**src/rtl/stack_queue_pkg.sv**
```systemverilog
// rtl/stack_queue_pkg.sv - shared mode type and occupancy width helper for stack_queue
package stack_queue_pkg;

  typedef enum logic {
    MODE_LIFO = 1'b0,
    MODE_FIFO = 1'b1
  } mode_t;

  // COUNT must represent 0..DEPTH inclusive
  function automatic int count_width(input int depth);
    return $clog2(depth + 1);
  endfunction

endpackage

```
**src/rtl/stack_queue_mem.sv**
```systemverilog
// rtl/stack_queue_mem.sv - DEPTH x DATA_WIDTH storage, sync write, async read, no reset
module stack_queue_mem #(
  parameter int DATA_WIDTH = 2,
  parameter int DEPTH      = 16,
  parameter int ADDR_W     = $clog2(DEPTH)
) (
  input  logic                  clk,
  input  logic                  we,
  input  logic [ADDR_W-1:0]     waddr,
  input  logic [DATA_WIDTH-1:0] wdata,
  input  logic [ADDR_W-1:0]     raddr,
  output logic [DATA_WIDTH-1:0] rdata
);

  logic [DATA_WIDTH-1:0] mem [DEPTH];

  always_ff @(posedge clk) begin
    if (we) begin
      mem[waddr] <= wdata;
    end
  end

  assign rdata = mem[raddr];

endmodule

```
**src/rtl/stack_queue.sv**
```systemverilog
// rtl/stack_queue.sv - LIFO/FIFO switchable queue; STACK_QUEUE_ERR_FLAGS_EN builds sticky OVERFLOW/UNDERFLOW
module stack_queue
  import stack_queue_pkg::*;
#(
  parameter int DATA_WIDTH = 2,
  parameter int DEPTH      = 16
) (
  input  logic                          CLK,
  input  logic                          RST_N,
  input  logic                          PUSH,
  input  logic                          POP,
  input  logic                          MODE,
  input  logic [DATA_WIDTH-1:0]         DATA_IN,
  output logic [DATA_WIDTH-1:0]         DATA_OUT,
  output logic                          FULL,
  output logic                          EMPTY,
  output logic [count_width(DEPTH)-1:0] COUNT,
  output logic                          MODE_Q,
  output logic                          OVERFLOW,
  output logic                          UNDERFLOW
);

  localparam int ADDR_W = $clog2(DEPTH);
  localparam int CNT_W  = count_width(DEPTH);

  logic [CNT_W-1:0]      count;
  logic [ADDR_W-1:0]     rd_ptr;
  logic [ADDR_W-1:0]     wr_ptr;
  mode_t                 mode_q;

  logic                  is_empty;
  logic                  is_full;
  logic                  both_op;
  logic                  push_only;
  logic                  pop_only;
  logic                  mode_load;
  logic [ADDR_W-1:0]     top_idx;
  logic                  mem_we;
  logic [ADDR_W-1:0]     mem_waddr;
  logic [ADDR_W-1:0]     mem_raddr;
  logic [DATA_WIDTH-1:0] mem_rdata;

  // DEPTH need not be a power of two, so wrap is an explicit compare
  function automatic logic [ADDR_W-1:0] next_ptr(input logic [ADDR_W-1:0] p);
    return (p == ADDR_W'(DEPTH - 1)) ? '0 : p + ADDR_W'(1);
  endfunction

  assign is_empty  = (count == '0);
  assign is_full   = (count == CNT_W'(DEPTH));
  assign both_op   = PUSH && POP && !is_empty;
  assign push_only = PUSH && !both_op && !is_full;
  assign pop_only  = POP && !PUSH && !is_empty;
  assign mode_load = is_empty && !PUSH;
  assign top_idx   = ADDR_W'(count - CNT_W'(1));

  // LIFO uses the occupancy as its stack pointer; FIFO uses the ring pointers
  assign mem_we    = both_op || push_only;
  assign mem_waddr = (mode_q == MODE_FIFO) ? wr_ptr
                   : (both_op ? top_idx : ADDR_W'(count));
  assign mem_raddr = (mode_q == MODE_FIFO) ? rd_ptr
                   : (is_empty ? '0 : top_idx);

  stack_queue_mem #(
    .DATA_WIDTH (DATA_WIDTH),
    .DEPTH      (DEPTH),
    .ADDR_W     (ADDR_W)
  ) u_mem (
    .clk   (CLK),
    .we    (mem_we),
    .waddr (mem_waddr),
    .wdata (DATA_IN),
    .raddr (mem_raddr),
    .rdata (mem_rdata)
  );

  always_ff @(posedge CLK or negedge RST_N) begin
    if (!RST_N) begin
      count  <= '0;
      rd_ptr <= '0;
      wr_ptr <= '0;
      mode_q <= MODE_LIFO;
    end else begin
      if (push_only) begin
        count <= count + CNT_W'(1);
      end else if (pop_only) begin
        count <= count - CNT_W'(1);
      end
      if (mode_load) begin
        mode_q <= mode_t'(MODE);
        rd_ptr <= '0;
        wr_ptr <= '0;
      end else if (mode_q == MODE_FIFO) begin
        if (mem_we) begin
          wr_ptr <= next_ptr(wr_ptr);
        end
        if (both_op || pop_only) begin
          rd_ptr <= next_ptr(rd_ptr);
        end
      end
    end
  end

  assign DATA_OUT = is_empty ? '0 : mem_rdata;
  assign FULL     = is_full;
  assign EMPTY    = is_empty;
  assign COUNT    = count;
  assign MODE_Q   = mode_q;

`ifdef STACK_QUEUE_ERR_FLAGS_EN
  logic drop_push;
  logic drop_pop;
  logic ovf_q;
  logic udf_q;

  assign drop_push = PUSH && !POP && is_full;
  assign drop_pop  = POP && !PUSH && is_empty;

  always_ff @(posedge CLK or negedge RST_N) begin
    if (!RST_N) begin
      ovf_q <= 1'b0;
      udf_q <= 1'b0;
    end else begin
      if (drop_push) begin
        ovf_q <= 1'b1;
      end
      if (drop_pop) begin
        udf_q <= 1'b1;
      end
    end
  end

  assign OVERFLOW  = ovf_q;
  assign UNDERFLOW = udf_q;
`else
  assign OVERFLOW  = 1'b0;
  assign UNDERFLOW = 1'b0;
`endif

endmodule

```
**config.mk**
```make
export PLATFORM = sky130hd
export DESIGN_NAME = stack_queue
export DESIGN_NICKNAME = d
export VERILOG_FILES = /design/src/rtl/stack_queue_pkg.sv /design/src/rtl/stack_queue_mem.sv /design/src/rtl/stack_queue.sv
export SDC_FILE = /design/constraint.sdc
export NUM_CORES = 1
export LEC_CHECK = 0
export ABC_AREA = 1
export BUFFER_PORTS_ARGS = -buffer_cell sky130_fd_sc_hd__buf_4
export CORE_UTILIZATION = 60
export DETAILED_ROUTE_END_ITERATION = 6
export PLACE_DENSITY_LB_ADDON = 0.1
export RECOVER_POWER = 25
export SYNTH_ARGS = -nofsm -noshare
export SYNTH_HDL_FRONTEND = slang
export SYNTH_SLANG_ARGS = --single-unit
```
**constraint.sdc**
```tcl
create_clock -name CLK -period 2.7 [get_ports CLK]
set_input_delay 0 -clock CLK [delete_from_list [all_inputs] [get_ports CLK]]
set_output_delay 0 -clock CLK [all_outputs]
set_load 0.1 [all_outputs]
```
==> reports/qor.json, run 1 <==
{
  "die_height": {"value": 67.4, "unit": "um"},
  "timing.final.crit_share": {"value": 0.926},
  "detailedRoute.firstIterationViolations": {"value": 196},
  "route.detailed.wl_per_inst": {"value": 14.8, "unit": "um"},
  "area_of_the_multi_input_gates": {"value": 1090, "unit": "sq um"},
  "postSynthRegisterBits": {"value": 46},
  "worst-endpoint-arrival": {"value": 2.50, "unit": "ns"},
  "root_buffer": {"value": "clkbuf_8"},
  "critical_path.most_common_cell": {"value": "nand3_1"},
  "drt_pre_antenna_iters": {"value": 5},
  "final.fill_count": {"value": 321},
  "slew-limit-headroom": {"value": 0.546},
  "cts_setup_buffers": {"value": 0},
  "critPathSlowestCell": {"value": "dfrtp_2"},
  "drcViolationCount": {"value": 0},
  "critical_path.cell_chain": {"value": "inv_1, ha_1, nand3_4, nand2_1, nand2_2, inv_2, nand3_1, nand3_1, nand3_1, nand2_1, nor2_4, buf_4"},
  "netlist_area": {"value": 2560, "unit": "sq um"},
  "yosys_warnings": {"value": 0},
  "detail_route.wirelength": {"value": 5.23, "unit": "mm"},
  "worst_slew_pin_slew": {"value": 0.681, "unit": "ns"},
  "setup_repair_after_global_routing_missed_its_margin": {"value": "no"},
  "postSynthCellCount": {"value": 281},
  "final-hold-violation-count": {"value": 0},
  "track_usage": {"value": 0.265},
  "clk-insertion-delay-late": {"value": 0.30, "unit": "ns"},
  "dieWidth": {"value": 67.4, "unit": "um"},
  "min-delay-path-class": {"value": "in -> async"},
  "final_nets": {"value": 314},
  "filler_free_cell_count_of_the_finished_design": {"value": 353},
  "cp-start-kind": {"value": "register"},
  "ant_nets": {"value": 0},
  "syn_to_final_growth": {"value": 10.8, "unit": "%"},
  "floorplan.io_pins": {"value": 19},
  "synth_top_area_share": {"value": 0.375},
  "timing.critical_path.from": {"value": "COUNT[0]$_DFFE_PN0P_"},
  "synth.yosys.seq_area_share": {"value": 0.511},
  "htreeDepth": {"value": 2},
  "antenna_found_initial": {"value": 0},
  "synthDominantAreaCellType": {"value": "edfxtp_1"},
  "std_cell_rows": {"value": 23},
  "clock_sink_count": {"value": 46},
  "min_hold_slack": {"value": 0.0819, "unit": "ns"},
  "core_region_area": {"value": 4060, "unit": "sq um"},
  "first_global_vias": {"value": 1876},
  "initial_core_util": {"value": 0.632},
  "total_die_area": {"value": 4540, "unit": "sq um"},
  "cts_buffers": {"value": 5},
  "status": {"value": "complete, no violations"},
  "slowest_delay": {"value": 0.45, "unit": "ns"},
  "crit_path_max_fanout": {"value": 9},
  "vias_per_cell": {"value": 5.69},
  "vias": {"value": 2008},
  "number_of_placed_cells_counting_well_taps": {"value": 343},
  "final.setup_skew": {"value": 0.00466, "unit": "ns"},
  "netlist-cell-type-count": {"value": 37},
  "cp-end-kind": {"value": "output pin"},
  "final.setup.tns": {"value": 0, "unit": "ns"},
  "finalSetupViolations": {"value": 0},
  "number_of_max_cap_violations": {"value": 0},
  "post_synth_main_area_contributors": {"value": "edfxtp_1 (37%), dfrtp_1 (14%), nand3_1 (9.2%)"},
  "critPathRequiredTime": {"value": 2.70, "unit": "ns"},
  "start_to_end_type_of_the_worst_setup_path": {"value": "reg -> out"},
  "placement.io_buffers": {"value": 16},
  "cts_tree": {"value": "built"},
  "seqCellArea": {"value": 1310, "unit": "sq um"},
  "place.detailed.hpwl": {"value": 3.85, "unit": "mm"},
  "clock_tree.buffer_depth": {"value": 2},
  "grt_pass1_wl": {"value": 8.61, "unit": "mm"},
  "post_synthesis_area_per_instance": {"value": 9.12, "unit": "sq um"},
  "max_clock_freq": {"value": 400, "unit": "MHz"},
  "grt_start_max_net_pins": {"value": 18},
  "worstReg2RegStart": {"value": "COUNT[0]$_DFFE_PN0P_"},
  "slew_violations": {"value": 0},
  "gp_congestion": {"value": 0.818},
  "final.min_clock_period": {"value": 2.50, "unit": "ns"},
  "fraction_of_final_layout_cells_with_drive_strength_greater_than_1": {"value": 0.178},
  "grt_ovf": {"value": 0},
  "clock_pin_transition_on_the_worst_setup_and_hold_timing_paths": {"value": 0.08, "unit": "ns"},
  "diodes": {"value": 0}
}
[cell families after synthesis]
group / share of synthesized area
and+or+nand+nor: 0.305
buffers and inverters: 0.0727
xor gates and xnor gates: 0.0205
AOI/OAI and AO/OA: 0.0644
adders and majority gates: 0.0244
DFF: 0.511
other: 0.00146
[routing by layer]
layer,global-route usage,wire length (um),vias up
met3,0.0591,284,13
met1,0.360,2510,939
met4,0.104,109,0
li1,-,-,982
met5,0,0,-
met2,0.413,2330,74
[final cells by class]
type / instances / area share
Clock buffer: 6 / 0.0256
Sequential cell: 46 / 0.463
Clock inverter: 2 / 0.00485
Tap cell: 50 / 0.0220
Timing Repair Buffer: 20 / 0.0520
Multi-Input combinational cell: 195 / 0.385
Inverter: 34 / 0.0480
[worst max-delay path, delay by kind of cell, from the launching register on]
family,cells,cell delay [ns]
buf+inv,3,0.52
flops,1,0.45
simple gates,8,0.98
fa+ha+maj,1,0.25
[Yosys cell counts (all sizes together)]
| master | count |
|---|---|
| nor3 | 4 |
| a211oi | 1 |
| buf | 6 |
| clkbuf | 1 |
| nor3b | 1 |
| nand3b | 1 |
| edfxtp | 32 |
| o221ai | 2 |
| dfrtp | 14 |
| o21ai | 13 |
| xnor2 | 1 |
| o22ai | 2 |
| ha | 5 |
| nand4 | 1 |
| a21oi | 4 |
| inv | 34 |
| a22oi | 1 |
| nor2 | 31 |
| nand3 | 51 |
| nand2 | 68 |
| conb | 1 |
| xor2 | 5 |
| o211ai | 2 |
[stage by stage]
stage,area [sq um],worst slack [ns],utilization
after detailed placement,2730,0.478,0.673
after global placement,2730,0.498,0.673
after CTS,2840,0.183,0.700
after global routing,2840,0.00461,0.700
final,2840,0.200,0.700
after floorplan,2590,0.182,-
[path summary, 6_finish.rpt]
check | to | slack (ns) | depth (start not counted)
max | DATA_OUT[0] | 0.20 | 12
min | COUNT[1]$_DFFE_PN0P_ | 0.08 | 2
max reg2reg | u_mem.mem[5][1]$_DFFE_PP_ | 0.41 | 12
min reg2reg | COUNT[0]$_DFFE_PN0P_ | 0.57 | 1
max in group asynchronous | COUNT[0]$_DFFE_PN0P_ | 2.44 | 2
min in group CLK | rd_ptr[1]$_DFFE_PN0P_ | 0.13 | 5
[flip-flops by register name, summed over array words and instances (netlist names)]
signal	count
COUNT	5
u_mem.mem	32
wr_ptr	4
rd_ptr	4
MODE_Q	1
[layout by cell type (no fill, tap or decap), drive strengths merged, types with 2 or more instances in the layout]
master and n:
edfxtp 32, o221ai 2, o22ai 2, o21ai 13, o211ai 2, nand2 68
nand3 51, dfrtp 14, dlygate4sd3 2, clkbuf 8, buf 16, xor2 5
nor2 31, nor3 4, conb 2, ha 5, a21oi 4, inv 33
clkinv 2
[timing repair]
item / CTS / global route
hold buffers: 2 / 0
endpoints found under the setup margin: 0 / 1
hold endpoints to repair: 15 / 0
resized for setup: 0 / 1
Power of run 1 is left out: the tool's default activity adds up to more than one toggle a clock period on the data nets, which glitch-free logic cannot reach.
==> run 2: changes to the inputs <==
Clock period 2.7 ns to 2.45 ns, I/O delays scaled along.
==> run 2 against run 1 <==
Setup slack got worse by 0.11 ns. Global-route usage rose by 0.30 points. Final area up 3.0%. Via count is 1.0% higher. Die area unchanged. Register-to-register slack worse by 0.17 ns. Clock skew up 0.0037 ns. Core utilization grew 2.1 points. Count of clock-buffer cells in the layout stayed put. Sequential share of layout area fell by 1.2 points. Critical path type unchanged. Largest cell class unchanged.
==> reports/qor.json, run 2 (same netlist as run 1, synthesis figures left out) <==
{
  "vias_per_cell": {"value": 5.65},
  "place.detailed.hpwl": {"value": 4.00, "unit": "mm"},
  "largest_register_ff_count": {"value": 32},
  "min-delay-path-class": {"value": "in -> async"},
  "clock_sink_count": {"value": 46},
  "dieWidth": {"value": 67.4, "unit": "um"},
  "timing.final.crit_share": {"value": 0.961},
  "syn_to_final_growth": {"value": 14.2, "unit": "%"},
  "final-hold-violation-count": {"value": 0},
  "ant_nets": {"value": 0},
  "vias": {"value": 2028},
  "floorplan.io_pins": {"value": 19},
  "drt_pre_antenna_iters": {"value": 5},
  "first_global_vias": {"value": 1925},
  "grt_pass1_wl": {"value": 8.95, "unit": "mm"},
  "clock_pin_transition_on_the_worst_setup_and_hold_timing_paths": {"value": 0.08, "unit": "ns"},
  "layout_common_cells": {"value": "nand2_1 (56), nand3_1 (47), edfxtp_1 (32)"},
  "worst_slew_pin_slew": {"value": 0.736, "unit": "ns"},
  "antenna_found_initial": {"value": 0},
  "final.min_clock_period": {"value": 2.36, "unit": "ns"},
  "drcViolationCount": {"value": 0},
  "max_flop_register": {"value": "u_mem.mem"},
  "die_height": {"value": 67.4, "unit": "um"},
  "status": {"value": "complete, no violations"},
  "finalSetupViolations": {"value": 0},
  "critPathRequiredTime": {"value": 2.45, "unit": "ns"},
  "grt_start_max_net_pins": {"value": 18},
  "route.detailed.wl_per_inst": {"value": 15.9, "unit": "um"},
  "final_nets": {"value": 320},
  "clock_tree.buffer_depth": {"value": 2},
  "max_clock_freq": {"value": 425, "unit": "MHz"},
  "number_of_placed_cells_counting_well_taps": {"value": 343},
  "root_buffer": {"value": "clkbuf_8"},
  "placement.io_buffers": {"value": 16},
  "slew-limit-headroom": {"value": 0.509},
  "grt_ovf": {"value": 0},
  "fraction_of_final_layout_cells_with_drive_strength_greater_than_1": {"value": 0.214},
  "core_region_area": {"value": 4060, "unit": "sq um"},
  "crit_path_max_fanout": {"value": 9},
  "mostFrequentLayoutCell": {"value": "nand2_1"},
  "cp-start-kind": {"value": "register"},
  "detailedRoute.firstIterationViolations": {"value": 299},
  "start_to_end_type_of_the_worst_setup_path": {"value": "reg -> out"},
  "detail_route.wirelength": {"value": 5.71, "unit": "mm"},
  "cts_tree": {"value": "built"},
  "cp-end-kind": {"value": "output pin"},
  "filler_free_cell_count_of_the_finished_design": {"value": 359},
  "clk-insertion-delay-late": {"value": 0.30, "unit": "ns"},
  "worst-endpoint-arrival": {"value": 2.36, "unit": "ns"},
  "number_of_max_cap_violations": {"value": 0},
  "final.setup_skew": {"value": 0.00837, "unit": "ns"},
  "htreeDepth": {"value": 2},
  "slew_violations": {"value": 0},
  "diodes": {"value": 0},
  "cts_buffers": {"value": 5},
  "track_usage": {"value": 0.268},
  "initial_core_util": {"value": 0.632},
  "std_cell_rows": {"value": 23},
  "gp_congestion": {"value": 0.842},
  "total_die_area": {"value": 4540, "unit": "sq um"}
}
run 2: cell count changes in the layout (fill, tap and decap cells not counted), moves of 2 or more:
cell	delta
buf_4	+3
nor2_2	+2
dfrtp_2	+3
nor2_1	-2
dfrtp_1	-3
run 2: final timing paths:
| kind | end | from | cells past startpoint | slack, ns |
|---|---|---|---|---|
| worst max-delay path | DATA_OUT[0] | COUNT[1]$_DFFE_PN0P_ | 12 | 0.09 |
| worst min-delay path | wr_ptr[3]$_DFFE_PN0P_ | RST_N | 2 | 0.08 |
| worst max register to register | u_mem.mem[10][1]$_DFFE_PP_ | COUNT[1]$_DFFE_PN0P_ | 10 | 0.24 |
| worst min register to register | rd_ptr[1]$_DFFE_PN0P_ | rd_ptr[1]$_DFFE_PN0P_ | 2 | 0.59 |
| max in group asynchronous | COUNT[2]$_DFFE_PN0P_ | RST_N | 2 | 2.18 |
| min in group CLK | rd_ptr[1]$_DFFE_PN0P_ | POP | 5 | 0.12 |
run 2: per-stage QoR:
stage | TNS, ns | cell area [sq um] | util | hold WS [ns] | setup slack [ns]
3_5_place_dp | 0 | 2740 | 0.674 | -0.137 | 0.230
6_report | 0 | 2930 | 0.721 | 0.0839 | 0.0944
4_1_cts | 0 | 2850 | 0.701 | 0.0181 | 0.00939
5_1_grt | -0.00231 | 2930 | 0.721 | 0.106 | -0.00231
2_1_floorplan | 0 | 2590 | - | -0.296 | 0.00545
3_3_place_gp | 0 | 2740 | 0.674 | -0.140 | 0.283
run 2: routing by layer:
metal  GRT usage  routed length, um  vias to the layer above
li1            -                  -                      990
met1       0.373               2590                      958
met2       0.439               2710                       69
met3      0.0405                317                       11
met4      0.0638                 83                        0
met5           0                  0                        -
run 2: timing repair:
item / CTS / global route
resized for setup: 1 / 8
gates cloned: 0 / 0
setup endpoints to repair: 1 / 2
pin swaps: 0 / 2
buffers inserted: 0 / 6
hold endpoints to repair: 15 / 0
hold buffers: 2 / 0
run 2: cell type report:
cell class / instances / area [sq um]
inverters: 34 / 136
fillers: 318 / 1130
repair buffers: 26 / 216
multi-input cells: 195 / 1110
clock inverters: 2 / 13.8
flip-flops and latches: 46 / 1320
well taps: 50 / 62.6
clock buffers: 6 / 72.6
run 2: worst max-delay path: stages, from the launching register on:
cell and delay [ns]:
dfrtp_2 0.44, inv_1 0.12, ha_1 0.23, nand3_4 0.16
nand2_1 0.14, nand2_4 0.11, inv_2 0.15, nand3_1 0.09
nand2_1 0.09, nor2_1 0.05, nor2_1 0.22, nor2_4 0.08
buf_8 0.18
Power of run 2 is left out for the same reason.
==> run 3: changes to the inputs <==
Settings changed: CORE_UTILIZATION 60 to 40, GPL_TIMING_DRIVEN from default to 0, PLACE_DENSITY_LB_ADDON 0.1 to 0.3.
==> run 3 against run 2 <==
Hold slack got worse by 0.0041 ns. Critical endpoint unchanged. Clock skew grew 0.00095 ns. Die area is 48% higher. Largest cell class unchanged.
==> reports/qor.json, run 3 (same netlist as run 1, synthesis figures left out) <==
{
  "status": {"value": "complete, no violations"},
  "place.detailed.hpwl": {"value": 3.92, "unit": "mm"},
  "detail_route.wirelength": {"value": 5.48, "unit": "mm"},
  "max_flop_register": {"value": "u_mem.mem"},
  "core_region_area": {"value": 6060, "unit": "sq um"},
  "vias": {"value": 1954},
  "critPathTopFamily": {"value": "simple AND/OR/NAND/NOR gates"},
  "route.detailed.wl_per_inst": {"value": 14.1, "unit": "um"},
  "gr-usage-met2": {"value": 0.302},
  "grt_start_max_net_pins": {"value": 17},
  "final.setup.tns": {"value": 0, "unit": "ns"},
  "worst_slew_pin_slew": {"value": 0.730, "unit": "ns"},
  "ant_nets": {"value": 0},
  "slew_violations": {"value": 0},
  "cp-end-kind": {"value": "output pin"},
  "slowest_delay": {"value": 0.45, "unit": "ns"},
  "die_height": {"value": 82.1, "unit": "um"},
  "cts_tree": {"value": "built"},
  "max_clock_freq": {"value": 436, "unit": "MHz"},
  "cts_buffers": {"value": 5},
  "htreeDepth": {"value": 2},
  "track_usage": {"value": 0.186},
  "critPathRequiredTime": {"value": 2.45, "unit": "ns"},
  "min-delay-path-class": {"value": "in -> async"},
  "total_die_area": {"value": 6730, "unit": "sq um"},
  "gp_congestion": {"value": 0.830},
  "vias_per_cell": {"value": 5.02},
  "fraction_of_final_layout_cells_with_drive_strength_greater_than_1": {"value": 0.232},
  "final_nets": {"value": 325},
  "detailedRoute.firstIterationViolations": {"value": 154},
  "clk-insertion-delay-late": {"value": 0.31, "unit": "ns"},
  "final-hold-violation-count": {"value": 0},
  "timing.final.crit_share": {"value": 0.935},
  "dieWidth": {"value": 82.1, "unit": "um"},
  "top_usage_layer": {"value": "met2"},
  "clock_sink_count": {"value": 46},
  "std_cell_rows": {"value": 28},
  "crit_path_max_fanout": {"value": 10},
  "finalSetupViolations": {"value": 0},
  "largest_register_ff_count": {"value": 32},
  "grt_pass1_wl": {"value": 9.15, "unit": "mm"},
  "final.fill_count": {"value": 571},
  "final.min_clock_period": {"value": 2.29, "unit": "ns"},
  "seqCellArea": {"value": 1320, "unit": "sq um"},
  "drt_pre_antenna_iters": {"value": 4},
  "clock_tree.buffer_depth": {"value": 2},
  "layout_common_cells": {"value": "nand2_1 (56), nand3_1 (47), edfxtp_1 (32)"},
  "area_of_the_multi_input_gates": {"value": 1110, "unit": "sq um"},
  "critical_path.most_common_cell": {"value": "nand3_1"},
  "syn_to_final_growth": {"value": 17.0, "unit": "%"},
  "worst-path-buf-inv": {"value": 3},
  "floorplan.io_pins": {"value": 19},
  "worst-endpoint-arrival": {"value": 2.29, "unit": "ns"},
  "drcViolationCount": {"value": 0},
  "diodes": {"value": 0},
  "grt_use_met3": {"value": 0.0356},
  "critPathSlowestCell": {"value": "dfrtp_2"},
  "setup_repair_after_global_routing_missed_its_margin": {"value": "no"},
  "antenna_found_initial": {"value": 0},
  "number_of_max_cap_violations": {"value": 0},
  "critical_path.cell_chain": {"value": "inv_1, ha_2, nand3_4, nand2_4, buf_4, nand3_1, nand3_1, nand3_1, nand3_1, nand2_1, nor2_4, buf_6"},
  "rr_worst_depth": {"value": 12},
  "worst-path-stages": {"value": 12},
  "start_to_end_type_of_the_worst_setup_path": {"value": "reg -> out"},
  "use_met1": {"value": 0.241},
  "clock_pin_transition_on_the_worst_setup_and_hold_timing_paths": {"value": 0.09, "unit": "ns"},
  "slew-limit-headroom": {"value": 0.514},
  "mostFrequentLayoutCell": {"value": "nand2_1"},
  "final.setup_skew": {"value": 0.00932, "unit": "ns"},
  "initial_core_util": {"value": 0.423},
  "first_global_vias": {"value": 1942},
  "placement.io_buffers": {"value": 16},
  "root_buffer": {"value": "clkbuf_8"},
  "grt_ovf": {"value": 0},
  "cp-start-kind": {"value": "register"}
}
run 3: changes by cell type in the layout (fill, tap and decap cells not counted), sizes merged:
| cell | delta |
|---|---|
| buf | +4 |
| clkinvlp | +1 |
run 3: path summary, 6_finish.rpt:
| path | from | to | slack [ns] |
|---|---|---|---|
| min | RST_N | COUNT[3]$_DFFE_PN0P_ | 0.08 |
| max reg2reg | COUNT[1]$_DFFE_PN0P_ | u_mem.mem[13][1]$_DFFE_PP_ | 0.27 |
| min reg2reg | rd_ptr[1]$_DFFE_PN0P_ | rd_ptr[1]$_DFFE_PN0P_ | 0.58 |
| max in group asynchronous | RST_N | COUNT[4]$_DFFE_PN0P_ | 2.18 |
| max | COUNT[1]$_DFFE_PN0P_ | DATA_OUT[0] | 0.16 |
| min in group CLK | PUSH | COUNT[1]$_DFFE_PN0P_ | 0.11 |
run 3: repair_timing:
item | CTS | global route
endpoints found under the hold margin | 15 | 0
hold buffers | 2 | 0
pin swaps | 1 | 1
setup buffers | 2 | 4
gates resized for setup | 5 | 7
endpoints found under the setup margin | 2 | 8
run 3: final cells by class:
class	instances	area share
Clock inverter	3	0.00709
Clock buffer	5	0.0229
Buffer	7	0.0179
Inverter	34	0.0463
Timing Repair Buffer	24	0.0646
Multi-Input combinational cell	195	0.371
Tap cell	75	0.0313
Sequential cell	46	0.439
run 3: metrics by stage:
step / instances / cell area [sq um] / setup WS [ns] / hold slack, ns / utilization
after CTS: 385 / 2950 / 0.00359 / 0.0226 / 0.486
after global placement: 373 / 2810 / 0.209 / -0.135 / 0.463
final: 389 / 3000 / 0.158 / 0.0798 / 0.495
after floorplan: 282 / 2590 / 0.00545 / -0.296 / -
after global routing: 389 / 3000 / 0.00310 / 0.104 / 0.495
after detailed placement: 373 / 2810 / 0.188 / -0.130 / 0.463
run 3: routing by layer:
metal	routed length (um)	up-vias
li1	-	1005
met2	2550	30
met5	0	-
met3	155	11
met1	2620	908
met4	147	0
Power of run 3 is left out for the same reason.
